**config.mk**
```make
export PLATFORM = sky130hd
export DESIGN_NAME = fetch_stage_flat
export DESIGN_NICKNAME = d
export VERILOG_FILES = /design/src/rtl/fetch_stage_if.sv /design/src/rtl/fetch_stage.sv /design/src/flat_wrapper.sv
export SDC_FILE = /design/constraint.sdc
export NUM_CORES = 1
export LEC_CHECK = 0
export ABC_AREA = 1
export ABC_CLOCK_PERIOD_IN_PS = 2100
export BUFFER_PORTS_ARGS = -buffer_cell sky130_fd_sc_hd__buf_2
export CORE_MARGIN = 2
export CORE_UTILIZATION = 40
export CTS_CLUSTER_DIAMETER = 30
export CTS_CLUSTER_SIZE = 12
export DETAILED_ROUTE_END_ITERATION = 12
export HOLD_SLACK_MARGIN = 0.12
export MAX_ROUTING_LAYER = met4
export PLACE_DENSITY = 0.65
export SLEW_MARGIN = 15
export SYNTH_ARGS = -nofsm -noshare
export SYNTH_HDL_FRONTEND = slang
export SYNTH_SLANG_ARGS = --single-unit
```
**constraint.sdc**
```tcl
create_clock -name clk -period 2.1 [get_ports clk]
set_clock_uncertainty 0.1 [all_clocks]
set_input_delay 0.21 -clock clk [delete_from_list [all_inputs] [get_ports clk]]
set_output_delay 0.21 -clock clk [all_outputs]
set_load 0.005 [all_outputs]
```
**src/rtl/fetch_stage_if.sv**
```systemverilog
`default_nettype none
// ============================================================================
//  Module   : fetch_stage_if
//  Brief    : Fetch-stage bus: backend control, instruction BRAM port, IF/ID.
//  Revision : 1.0
// ============================================================================
interface fetch_stage_if #(
  parameter int IMEM_AW = 14
) ();
  logic               stall;
  logic               redirect_valid;
  logic [31:0]        redirect_pc;
  logic               imem_en;
  logic [IMEM_AW-1:0] imem_addr;
  logic [31:0]        imem_rdata;
  logic [31:0]        id_inst;
  logic [31:0]        id_pc;
  logic               id_valid;

  modport master (
    input  stall, redirect_valid, redirect_pc, imem_rdata,
    output imem_en, imem_addr, id_inst, id_pc, id_valid
  );

  modport slave (
    output stall, redirect_valid, redirect_pc, imem_rdata,
    input  imem_en, imem_addr, id_inst, id_pc, id_valid
  );
endinterface
`default_nettype wire

```
**src/rtl/fetch_stage.sv**
```systemverilog
`default_nettype none
// ============================================================================
//  Module   : fetch_stage
//  Brief    : rv32i IF stage and IF/ID boundary with stall hold buffer and
//             redirect flush over a 1-cycle-latency instruction BRAM.
//  Revision : 1.0
// ============================================================================
module fetch_stage #(
  parameter logic [31:0] RESET_PC = 32'h0000_0000,
  parameter int          IMEM_AW  = 14,
  parameter logic [31:0] NOP_INST = 32'h0000_0013
) (
  input  wire logic           clk,
  input  wire logic           rst_n,
  fetch_stage_if.master       bus
);

  logic [31:0] r_fetch_pc;
  logic [31:0] r_resp_pc;
  logic        r_resp_valid;
  logic [31:0] r_hold_inst;
  logic        r_hold_valid;

  logic [31:0] w_redirect_target;
  logic [31:0] w_id_inst;

  // Low two bits of the redirect target are dropped to keep fetches word aligned.
  assign w_redirect_target = bus.redirect_pc & 32'hFFFF_FFFC;

  always_comb begin
    w_id_inst = NOP_INST;
    if (r_resp_valid) begin
      w_id_inst = r_hold_valid ? r_hold_inst : bus.imem_rdata;
    end
  end

  assign bus.imem_en   = ~bus.stall | bus.redirect_valid;
  assign bus.imem_addr = r_fetch_pc[IMEM_AW+1:2];
  assign bus.id_valid  = r_resp_valid;
  assign bus.id_pc     = r_resp_pc;
  assign bus.id_inst   = w_id_inst;

  always_ff @(posedge clk or negedge rst_n) begin
    if (!rst_n) begin
      r_fetch_pc   <= RESET_PC;
      r_resp_pc    <= RESET_PC;
      r_resp_valid <= 1'b0;
      r_hold_inst  <= NOP_INST;
      r_hold_valid <= 1'b0;
    end else if (bus.redirect_valid) begin
      r_fetch_pc   <= w_redirect_target;
      r_resp_valid <= 1'b0;
      r_hold_valid <= 1'b0;
    end else if (!bus.stall) begin
      r_resp_pc    <= r_fetch_pc;
      r_resp_valid <= 1'b1;
      r_fetch_pc   <= r_fetch_pc + 32'd4;
      r_hold_valid <= 1'b0;
    end else if (!r_hold_valid && r_resp_valid) begin
      // BRAM output is only trustworthy in the first stall cycle; capture it then.
      r_hold_inst  <= bus.imem_rdata;
      r_hold_valid <= 1'b1;
    end
  end

endmodule
`default_nettype wire

```
**src/flat_wrapper.sv**
```systemverilog
// flat-port wrapper written by rule: the top's interface ports become plain ports
module fetch_stage_flat 
#(
  parameter logic [31:0] RESET_PC = 32'h0000_0000,
  parameter int          IMEM_AW  = 14,
  parameter logic [31:0] NOP_INST = 32'h0000_0013
)
  (clk, rst_n, bus_stall, bus_redirect_valid, bus_redirect_pc, bus_imem_rdata, bus_imem_en, bus_imem_addr, bus_id_inst, bus_id_pc, bus_id_valid);
  fetch_stage_if #(.IMEM_AW(IMEM_AW)) bus_i ();
  input  wire logic clk;
  input  wire logic rst_n;
  input wire logic [$bits(bus_i.stall)-1:0] bus_stall;
  input wire logic [$bits(bus_i.redirect_valid)-1:0] bus_redirect_valid;
  input wire logic [$bits(bus_i.redirect_pc)-1:0] bus_redirect_pc;
  input wire logic [$bits(bus_i.imem_rdata)-1:0] bus_imem_rdata;
  output wire logic [$bits(bus_i.imem_en)-1:0] bus_imem_en;
  output wire logic [$bits(bus_i.imem_addr)-1:0] bus_imem_addr;
  output wire logic [$bits(bus_i.id_inst)-1:0] bus_id_inst;
  output wire logic [$bits(bus_i.id_pc)-1:0] bus_id_pc;
  output wire logic [$bits(bus_i.id_valid)-1:0] bus_id_valid;
  assign bus_i.stall = bus_stall;
  assign bus_i.redirect_valid = bus_redirect_valid;
  assign bus_i.redirect_pc = bus_redirect_pc;
  assign bus_i.imem_rdata = bus_imem_rdata;
  assign bus_imem_en = bus_i.imem_en;
  assign bus_imem_addr = bus_i.imem_addr;
  assign bus_id_inst = bus_i.id_inst;
  assign bus_id_pc = bus_i.id_pc;
  assign bus_id_valid = bus_i.id_valid;
  fetch_stage #(.RESET_PC(RESET_PC), .IMEM_AW(IMEM_AW), .NOP_INST(NOP_INST)) u_core (.clk(clk), .rst_n(rst_n), .bus(bus_i));
endmodule
```
==> run_results.csv <==
group,metric,value,unit
outcome,status,"complete, no violations",
yosys,postSynthCellCount,677,
global_routing,overflow,0,
floorplanning,die_h,117,um
yosys,synthMuxAreaShare,0,
drt,initialDrtViolationCount,389,
critical_path,critPathMaxStageDelay,0.43,ns
critical_path,crit_cells,5,
flow_run,max_cap_viol_count,0,
global_routing,grt_pass1_vias,4789,
yosys,synthFlopType,"dfrtp_1",
critical_path,crit_chain,"inv_1 -> buf_12 -> o21ai_0 -> a21oi_1 -> buf_2",
finish,finish.instance_area,6880,um2
drt,viasPerCell,4.87,
critical_path,crit_buf_inv,3,
floorplanning,pin_count,148,
sta,finalCriticalPeriod,1.97,ns
floorplanning,core_area,12500,um2
floorplanning,die_w,117,um
critical_path,worstSetupStartpoint,"u_core.r_hold_valid",
worst_hold_path,min_path_cells,3,
global_routing,grt_use_total,0.222,
critical_path,r2r_start,"u_core.r_fetch_pc[3]",
clocking,cts_tree,"done",
clocking,cts_root_buffer,"clkbuf_16",
sta,final.setup.tns,0,ns
critical_path,slowest_stage,"dfrtp_1",
floorplanning,die_area,13600,um2
sta,setup_viol,0,
finish,fin_cells,1040,
finish,n_antenna_cell,0,
finish,drive_above_1_share,0.220,
yosys,synth_compound_area_frac,0.149,
power,peakVddDrop,0.000382,V
clocking,path_clk_slew,0.06,ns
finish,syn_to_final_growth,35.5,%
critical_path,end_kind,"output port",
critical_path,arrival,1.66,ns
yosys,synth_cell_types,37,
floorplanning,rows,41,
drt,first_pass_iters,5,
placed_design,gp_congestion,0.893,
clocking,cts_buffer_depth,2,
critical_path,start_kind,"flop",
yosys,ys_seq_elements,94,
clocking,cts_setup_buffers,0,
clocking,cts_made_buffers,9,
drt,wirelength,14.4,mm
clocking,cts_sinks,94,
placed_design,port-buffer-count,143,
placed_design,place_inst,959,
placed_design,dp_hpwl,9.56,mm
drt,dr_total_vias,5062,
drt,route.detailed.drc,0,
clocking,htreeDepth,3,
yosys,ys_seq_area_frac,0.464,
global_routing,grt_max_degree,65,
floorplanning,start_util,0.406,
drt,postRouteAntennaNets,0,
yosys,synthArstFlopShare,1.00,
finish,layout_common_cells,"nand2_1, buf_2, dfrtp_1, inv_1, nor2_1",
yosys,ys.warnings.count,0,
power,powerDensity,750,nW/um2
worst_hold_path,hold_class,"input port to flop",
global_routing,antenna_found_initial,0,
finish,nets,932,
sta,finalHoldViolations,0,
worst_hold_path,min_from,"bus_redirect_valid",
yosys,synth_top_family_by_area,"simple AND/OR/NAND/NOR gates",
finish,layout_commonest_cell,"nand2_1",
yosys,synthSimpleGateAreaFrac,0.268,
yosys,syn_area,5080,um2
yosys,synth-edff-count,0,
yosys,synth_xor_xnor_area_share,0.00345,
critical_path,reg2reg_depth,8,
critical_path,critical-path-top-delay-family,"buffers and inverters",
sta,final_max_slew_viol_count,0,
global_routing,grt_pass1_wl,22.9,mm
critical_path,cp.required,1.79,ns
sta,fmax,508,MHz
yosys,synth_fa_ha_area_frac,0.00246,
yosys,syn_area_per_cell,7.50,um2
sta,rsz0062_at_grt,"no",
critical_path,crit_type,"flop to output port",
sta,holdWs,0.227,ns
power,leakage,0.00344,uW
power,total_power,5160,uW
placed_design,dpl-instance-area,5880,um2
clocking,insertion_delay,0.35,ns
sta,fin_crit_sh,0.937,
critical_path,crit_fanout,58,
drt,wl_per_cell,13.9,um
[where the power goes]
| part | switching [uW] | leakage, uW | total [uW] | internal (uW) |
|---|---|---|---|---|
| clock | 710 | 0.000166 | 1910 | 1200 |
| combinational | 526 | 0.00213 | 972 | 445 |
| sequential | 187 | 0.00114 | 2280 | 2100 |
| total | 1420 | 0.00344 | 5160 | 3740 |
[cell usage after synthesis, drive strengths merged (2+ instances only)]
| master | n | share of area |
|---|---|---|
| nand2 | 156 | 0.12 |
| o21ai | 97 | 0.096 |
| dfrtp | 91 | 0.45 |
| inv | 84 | 0.062 |
| nor2 | 81 | 0.069 |
| nand3 | 39 | 0.042 |
| a21oi | 37 | 0.036 |
| buf | 29 | 0.038 |
| clkbuf | 16 | 0.012 |
| nand4 | 14 | 0.017 |
| nand3b | 9 | 0.013 |
| nor3 | 5 | 0.0081 |
| o211ai | 5 | 0.0074 |
| dfstp | 3 | 0.016 |
| o2111ai | 2 | 0.0035 |
| xor2 | 2 | 0.0035 |
[state kept, by name (all words and copies together), names as in the netlist]
| signal | count |
|---|---|
| u_core.bus.id_valid | 1 |
| u_core.bus.id_pc | 30 |
| u_core.r_hold_valid | 1 |
| u_core.r_fetch_pc | 30 |
| u_core.r_hold_inst | 32 |
[path summary, 6_finish.rpt]
check                                    endpoint  slack (ns)
min in group asynchronous  u_core.r_hold_inst[10]        0.28
max in group asynchronous    u_core.bus.id_pc[29]        0.99
hold / removal                u_core.bus.id_valid        0.23
setup / recovery                  bus_id_inst[17]        0.13
hold reg to reg              u_core.bus.id_pc[18]        0.37
setup reg to reg            u_core.r_fetch_pc[14]        0.42
[timing repair]
| item | in CTS | in global routing |
|---|---|---|
| hold endpoints to repair | 97 | 0 |
| hold buffers | 65 | 0 |
| resized for setup | 0 | 0 |
[layout make-up]
type                    count  area, um2
clock buffers              11        243
clock inverters             5        106
fillers                  1186       5640
inverters                  84        315
multi-input cells         455       2160
flip-flops and latches     94       2360
well taps                 172        215
repair buffers            219       1490
[routing by layer]
| layer | global-route usage | up-vias | wire length, um |
|---|---|---|---|
| met3 | 0.0348 | 26 | 994 |
| met2 | 0.359 | 194 | 6730 |
| met4 | 0.0957 | 0 | 386 |
| met1 | 0.278 | 2304 | 6320 |
| li1 | - | 2538 | - |
| met5 | - | - | 0 |
[worst register-to-register path: stages (launching register included)]
cell      delay (ns)
dfrtp_1         0.42
ha_1            0.19
nand2_1         0.11
nor2_4          0.19
nand2_4         0.13
nor2_4          0.19
nand2_1         0.07
nand3_1         0.08
nand3b_1        0.08
[per-stage QoR]
step,util,setup WS (ns)
after floorplan,-,0.626
after global placement,0.470,0.450
after detailed placement,0.470,0.433
after CTS,0.550,0.106
after global routing,0.550,0.00228
final,0.550,0.132
[cell families (layout without fill, tap and decap cells)]
family                     count (synthesis)  in the layout
buffers and inverters                    129            319
adders and majority gates                  1              1
DFF                                       94             94
xor gates and xnor gates                   2              2
AOI/OAI and AO/OA                        145            145
other                                      1              2
and+or+nand+nor                          305            305
No activity file was read; power rests on OpenSTA's default activity.
